==> src/rtl/key_counter_display.sv <==
// Debounced up/down/clear key counter with hold-to-repeat and a multiplexed hex display.
// Keys are raw active-low inputs; the counter is 4*DIGITS bits wide and drives one nibble per digit.
module key_counter_display #(
    parameter int unsigned DIGITS            = 4,
    parameter int unsigned WRAP              = 1,
    parameter int unsigned REPEAT_EN         = 1,
    parameter int unsigned DEB_CYCLES        = 1_000_000,
    parameter int unsigned REP_DELAY_CYCLES  = 25_000_000,
    parameter int unsigned REP_PERIOD_CYCLES = 5_000_000,
    parameter int unsigned SCAN_CYCLES       = 50_000
) (
    input  logic                  FPGA_CLK,
    input  logic                  RESET_BUT,
    input  logic                  KEY_INC,
    input  logic                  KEY_DEC,
    input  logic                  KEY_CLR,
    output logic [4*DIGITS-1:0]   count,
    output logic                  step_pulse,
    output logic [DIGITS-1:0]     dig_n,
    output logic [6:0]            seg_n,
    output logic                  dot_n
);

    localparam int unsigned CW      = 4 * DIGITS;
    localparam int unsigned DW      = $clog2(DEB_CYCLES + 1);
    localparam int unsigned REP_MAX = (REP_DELAY_CYCLES > REP_PERIOD_CYCLES) ?
                                      REP_DELAY_CYCLES : REP_PERIOD_CYCLES;
    localparam int unsigned HW      = $clog2(REP_MAX + 1);
    localparam int unsigned SW      = $clog2(SCAN_CYCLES + 1);
    localparam int unsigned IW      = (DIGITS > 1) ? $clog2(DIGITS) : 1;

    // Key index 0 = INC, 1 = DEC, 2 = CLR; levels are active-low like the pins.
    logic [2:0]    raw;
    logic [2:0]    sync1_q, sync2_q;
    logic [2:0]    lvl_q;
    logic [2:0]    prev_q;
    logic [2:0]    press_q;
    logic [DW-1:0] deb_q [3];

    assign raw = {KEY_CLR, KEY_DEC, KEY_INC};

    always_ff @(posedge FPGA_CLK) begin
        if (!RESET_BUT) begin
            sync1_q <= '1;
            sync2_q <= '1;
            lvl_q   <= '1;
            prev_q  <= '0;
            press_q <= '0;
            for (int i = 0; i < 3; i++) deb_q[i] <= '0;
        end else begin
            sync1_q <= raw;
            sync2_q <= sync1_q;
            for (int i = 0; i < 3; i++) begin
                if (sync2_q[i] != lvl_q[i]) begin
                    if (deb_q[i] == DW'(DEB_CYCLES - 1)) begin
                        lvl_q[i] <= ~lvl_q[i];
                        deb_q[i] <= '0;
                    end else begin
                        deb_q[i] <= deb_q[i] + DW'(1);
                    end
                end else begin
                    deb_q[i] <= '0;
                end
            end
            prev_q  <= ~lvl_q;
            press_q <= ~lvl_q & ~prev_q;
        end
    end

    // Hold counters restart at every emitted event, so the target switches from delay to period.
    logic [HW-1:0] hold_q [2];
    logic [1:0]    phase_q;
    logic [1:0]    fire;

    always_comb begin
        fire = '0;
        for (int i = 0; i < 2; i++) begin
            fire[i] = (REPEAT_EN != 0) && !lvl_q[i] && !press_q[i] &&
                      (hold_q[i] == (phase_q[i] ? HW'(REP_PERIOD_CYCLES) : HW'(REP_DELAY_CYCLES)));
        end
    end

    always_ff @(posedge FPGA_CLK) begin
        if (!RESET_BUT) begin
            phase_q <= '0;
            for (int i = 0; i < 2; i++) hold_q[i] <= '0;
        end else begin
            for (int i = 0; i < 2; i++) begin
                if (lvl_q[i]) begin
                    hold_q[i]  <= '0;
                    phase_q[i] <= 1'b0;
                end else if (press_q[i] || fire[i]) begin
                    hold_q[i]  <= HW'(1);
                    phase_q[i] <= phase_q[i] | fire[i];
                end else begin
                    hold_q[i]  <= hold_q[i] + HW'(1);
                end
            end
        end
    end

    logic          inc_ev, dec_ev, clr_ev;
    logic [CW-1:0] count_q, count_d;
    logic          step_q;

    assign inc_ev = press_q[0] | fire[0];
    assign dec_ev = press_q[1] | fire[1];
    assign clr_ev = press_q[2];

    always_comb begin
        count_d = count_q;
        if (clr_ev) begin
            count_d = '0;
        end else if (inc_ev && dec_ev) begin
            count_d = count_q;
        end else if (inc_ev) begin
            if ((WRAP != 0) || (count_q != '1)) count_d = count_q + CW'(1);
        end else if (dec_ev) begin
            if ((WRAP != 0) || (count_q != '0)) count_d = count_q - CW'(1);
        end
    end

    function automatic logic [6:0] glyph(input logic [3:0] v);
        case (v)
            4'h0:    glyph = 7'b0000001;
            4'h1:    glyph = 7'b1001111;
            4'h2:    glyph = 7'b0010010;
            4'h3:    glyph = 7'b0000110;
            4'h4:    glyph = 7'b1001100;
            4'h5:    glyph = 7'b0100100;
            4'h6:    glyph = 7'b0100000;
            4'h7:    glyph = 7'b0001111;
            4'h8:    glyph = 7'b0000000;
            4'h9:    glyph = 7'b0000100;
            4'hA:    glyph = 7'b0001000;
            4'hB:    glyph = 7'b1100000;
            4'hC:    glyph = 7'b0110001;
            4'hD:    glyph = 7'b1000010;
            4'hE:    glyph = 7'b0110000;
            default: glyph = 7'b0111000;
        endcase
    endfunction

    logic [SW-1:0]     scan_q, scan_d;
    logic [IW-1:0]     idx_q, idx_d;
    logic [DIGITS-1:0] dig_q, dig_d;
    logic [6:0]        seg_q, seg_d;
    logic [3:0]        nib;

    // Display registers take count_d so a new value reaches the pins on the same edge as count.
    always_comb begin
        scan_d = scan_q + SW'(1);
        idx_d  = idx_q;
        if (scan_q == SW'(SCAN_CYCLES - 1)) begin
            scan_d = '0;
            idx_d  = (idx_q == IW'(DIGITS - 1)) ? '0 : idx_q + IW'(1);
        end
        nib   = '0;
        dig_d = '1;
        for (int d = 0; d < DIGITS; d++) begin
            if (idx_q == IW'(d)) begin
                nib      = count_d[4*d +: 4];
                dig_d[d] = 1'b0;
            end
        end
        seg_d = glyph(nib);
    end

    always_ff @(posedge FPGA_CLK) begin
        if (!RESET_BUT) begin
            count_q <= '0;
            step_q  <= 1'b0;
            scan_q  <= '0;
            idx_q   <= '0;
            dig_q   <= '1;
            seg_q   <= '1;
        end else begin
            count_q <= count_d;
            step_q  <= (count_d != count_q);
            scan_q  <= scan_d;
            idx_q   <= idx_d;
            dig_q   <= dig_d;
            seg_q   <= seg_d;
        end
    end

    assign count      = count_q;
    assign step_pulse = step_q;
    assign dig_n      = dig_q;
    assign seg_n      = seg_q;
    assign dot_n      = 1'b1;

endmodule

==> config.mk <==
export PLATFORM = sky130hd
export DESIGN_NAME = key_counter_display
export DESIGN_NICKNAME = d
export VERILOG_FILES = /design/src/rtl/key_counter_display.sv
export SDC_FILE = /design/constraint.sdc
export NUM_CORES = 1
export LEC_CHECK = 0
export ABC_CLOCK_PERIOD_IN_PS = 4350
export CORE_ASPECT_RATIO = 0.6
export CORE_MARGIN = 2
export CORE_UTILIZATION = 35
export DETAILED_ROUTE_END_ITERATION = 16
export PLACE_DENSITY_LB_ADDON = 0.05
export SLEW_MARGIN = 20
export SYNTH_ARGS = -nofsm -noshare
export SYNTH_HDL_FRONTEND = slang
export SYNTH_SLANG_ARGS = --single-unit
==> constraint.sdc <==
create_clock -name FPGA_CLK -period 4.35 [get_ports FPGA_CLK]
set_input_delay 0.435 -clock FPGA_CLK [delete_from_list [all_inputs] [get_ports FPGA_CLK]]
set_output_delay 0.435 -clock FPGA_CLK [all_outputs]
set_load 0.1 [all_outputs]
==> flow_summary.ini, run 1 <==
[floorplan]
num_rows = 45
die_area_sq_um = 27300
coreArea_sq_um = 25400
ioPinCount = 34
die_w_um = 212
start_util_pct = 35.8
die_height_um = 129

[synthesis]
synth_area_leaders = edfxtp_1 (36%), dfxtp_1 (14%), nor2_1 (7.2%)
synth_most_common_cell = nor2_1
synth-main-ff-cell = edfxtp_1
seq_area_frac_synth_pct = 50.2
post_synth_inst_count = 909
synth_top_area_share_pct = 36.3
syn-mean-instance-area_sq_um = 10.0
yosys-top-cells-count = nor2_1 (175), edfxtp_1 (110), xor2_1 (74)
ys_ff_latch = 173
ys_async_sr_fraction_pct = 0
ys_warn_count = 0
synth_edf_count = 110
synth.distinct_cells = 76
synth_area_sq_um = 9090
yosysTopAreaCell = edfxtp_1

[power_and_ir_drop]
swShare_pct = 24.2
p_int_w = 0.00268
p_comb_share_pct = 6.4
power_frac_seq_pct = 52.3
p_sw_w = 0.000856
peakVddDrop_mv = 0.244
p_leak_nw = 3.90
p_per_area_nw_per_um2 = 329
pwr-share-clk_pct = 41.3

[cts]
cts_tree = built
cts_hold_buf = 0
insertion_delay_ns = 0.44
clock_path_buffers = 2
root_buffer = clkbuf_16
cts.sink_count = 173
cts_made_buffers = 17
path_clk_slew_ns = 0.07
htreeDepth = 4

[setup_path]
start_kind = register
required_ns = 4.63
reg2reg_depth = 14
end_kind = register
cp_data_arrival_time_ns = 4.27
critPathMaxFanout = 8
criticalPathCategory = register to register

[placed_design]
dpl.hpwl_um = 14000
dp_cells = 1384
io_buffers = 32
gp_congestion = 0.839

[routing]
wl_met3_um = 826
drcViolationCount = 0
firstDrtPassIters = 5
avgRoutedWirePerCell_um = 13.6
num_vias = 6582
detail-route-antenna-nets = 0
met2_length_um = 6940
totalWireLength_um = 19300
wl_met1_um = 11300
routed.top_layer = met4
viasPerCell = 4.65
dr.first_iter.drc_count = 499

[final_layout]
diodes = 0
nFillCells = 2481
finalCoreUtilization_pct = 42.3
nets = 1076
layout.cells.non_filler = 1416
layout-drive-gt1-share_pct = 5.26
areaGrowthSynthToFinish_pct = 18.2

[run_status]
status = completed

[sta]
worst_pin_slew_ns = 1.01
timing.fmax_mhz = 250
setup_viol = 0
finalHoldViolations = 0
fin_crit_sh_pct = 91.8
period_minus_slack_ns = 3.99
drv_slew = 0
grt_setup_unrepaired = false
slew_headroom_pct = 32.4
fin_worst_skew_ns = 0.00912
setup_tns_ns = 0

[min_path]
holdCritPathClass = register to register
whs_path_depth = 1

[flow_run]
max_cap_violations = 0

[grt]
grt_max_degree = 27
grt_antenna_before_repair = 0
grt-ovfl-total = 0
grt_pass1_wl_um = 32400
grtUsageTotal_pct = 15.2
grt_pass1_vias = 6060
path summary, 6_finish.rpt:
kind	slack, ns	start	endpoint
setup reg to reg	0.36	hold_q[1][8]	seg_n[3]
hold / removal	0.38	prev_q[1]	press_q[1]
setup / recovery	0.36	hold_q[1][8]	seg_n[3]
hold reg to reg	0.38	prev_q[1]	press_q[1]
layout make-up:
| type | instances | area, sq um | area share [%] |
|---|---|---|---|
| Clock buffer | 27 | 514 | 4.78 |
| Clock inverter | 5 | 31.3 | 0.291 |
| Inverter | 32 | 120 | 1.12 |
| Multi-Input combinational cell | 791 | 4730 | 44.0 |
| Sequential cell | 173 | 4560 | 42.5 |
| Tap cell | 352 | 440 | 4.10 |
| Timing Repair Buffer | 36 | 350 | 3.26 |
state kept, by name, indices dropped and copies added, names as in the netlist, 4 cells and up:
name    cells
dig_n       4
hold_q     50
count      16
scan_q     16
seg_n       7
deb_q      60
per-layer routing:
metal	vias to the layer above	global-route usage, %
met3	18	4.00
met4	0	4.52
met1	3058	24.5
met2	120	19.0
met5	-	0
li1	3386	-
critical path, stage by stage, from the launching register on:
cell and delay [ns]:
edfxtp_1 0.47, nand4bb_1 0.27, nor4_1 0.44, o2111a_2 0.38, o211ai_2 0.22, o32ai_1 0.43
xnor2_1 0.21, a21oi_1 0.11, a2bb2oi_1 0.15, or2_1 0.22, inv_1 0.12, ha_1 0.24
nor2b_1 0.15, a2111oi_2 0.34, a41oi_1 0.07
logic make-up (layout without fill, tap and decap cells):
kind of cell             count (synthesis)  count (layout)  synth area share, %
other                                    1             111               0.0412
AND/OR/NAND/NOR                        457             457                 25.3
AO/OA/AOI/OAI                           70              70                 6.05
multiplexers                             8               8                0.881
adder cells (fa/ha/maj)                 21              21                 2.86
buffers and inverters                   55             100                 2.49
flip-flops                             173             173                 50.2
XOR/XNOR                               124             124                 12.2
per-stage QoR:
stage | instance area, sq um | power [W] | hold WS, ns | setup slack (ns)
final | 10700 | 0.00354 | 0.383 | 0.358
after global routing | 10700 | 0.00368 | 0.399 | 0.0166
after CTS | 10700 | 0.00359 | 0.389 | 0.372
after detailed placement | 10200 | 0.00211 | 0.376 | 0.387
after global placement | 10200 | 0.00211 | 0.376 | 0.418
after floorplan | 9510 | 0.00205 | 0.367 | 0.459
cell usage in the layout, fill, tap and decap left out, types with 4 or more instances in the layout:
cell             Yosys  final
a21oi_1             17     17
and2_1               4      4
and3_1              32     32
buf_4                1      4
clkbuf_1            18      4
clkbuf_16            0     17
clkbuf_8             0      5
clkdlybuf4s50_1      0     32
conb_1               1    111
dfxtp_1             63     63
edfxtp_1           110    110
ha_1                20     20
inv_1               32     32
mux2i_1              8      8
nand2_1             64     64
nand2b_1             9      9
nand3_1             54     54
nand4_1             30     30
nor2_1             175    175
nor2b_1              9      9
nor3_1              15     15
nor3b_1              4      4
nor4_1               7      7
nor4b_1              7      7
o211ai_1             5      5
o21ai_0             10     10
or2_2                4      4
or3_1               11     11
or4_1                5      5
xnor2_1             48     48
xor2_1              74     74
repair_timing:
action | CTS | global route
endpoints found under the setup margin | 0 | 1
gates resized for setup | 0 | 2
buffers inserted | 0 | 0
power groups by stage:
| stage | sequential (W) | clock (W) | combinational [W] |
|---|---|---|---|
| floorplan | 0.00193 | 0 | 0.000117 |
| global placement | 0.00189 | 0 | 0.000226 |
| detailed placement | 0.00189 | 0 | 0.000222 |
| CTS | 0.00185 | 0.00151 | 0.000223 |
| global route | 0.00186 | 0.00157 | 0.000248 |
| finish | 0.00185 | 0.00146 | 0.000225 |
(Power assumes the default switching activity.)
==> run 2: changes to the inputs <==
--- a/config.mk
+++ b/config.mk
@@ -9,6 +9,7 @@
 export CORE_ASPECT_RATIO = 0.6
 export CORE_MARGIN = 2
 export CORE_UTILIZATION = 35
+export CTS_CLUSTER_DIAMETER = 60
 export DETAILED_ROUTE_END_ITERATION = 16
 export PLACE_DENSITY_LB_ADDON = 0.05
 export SLEW_MARGIN = 20
==> results of run 2 <==
No change in the layout: final DEF, timing and power equal those of run 1.
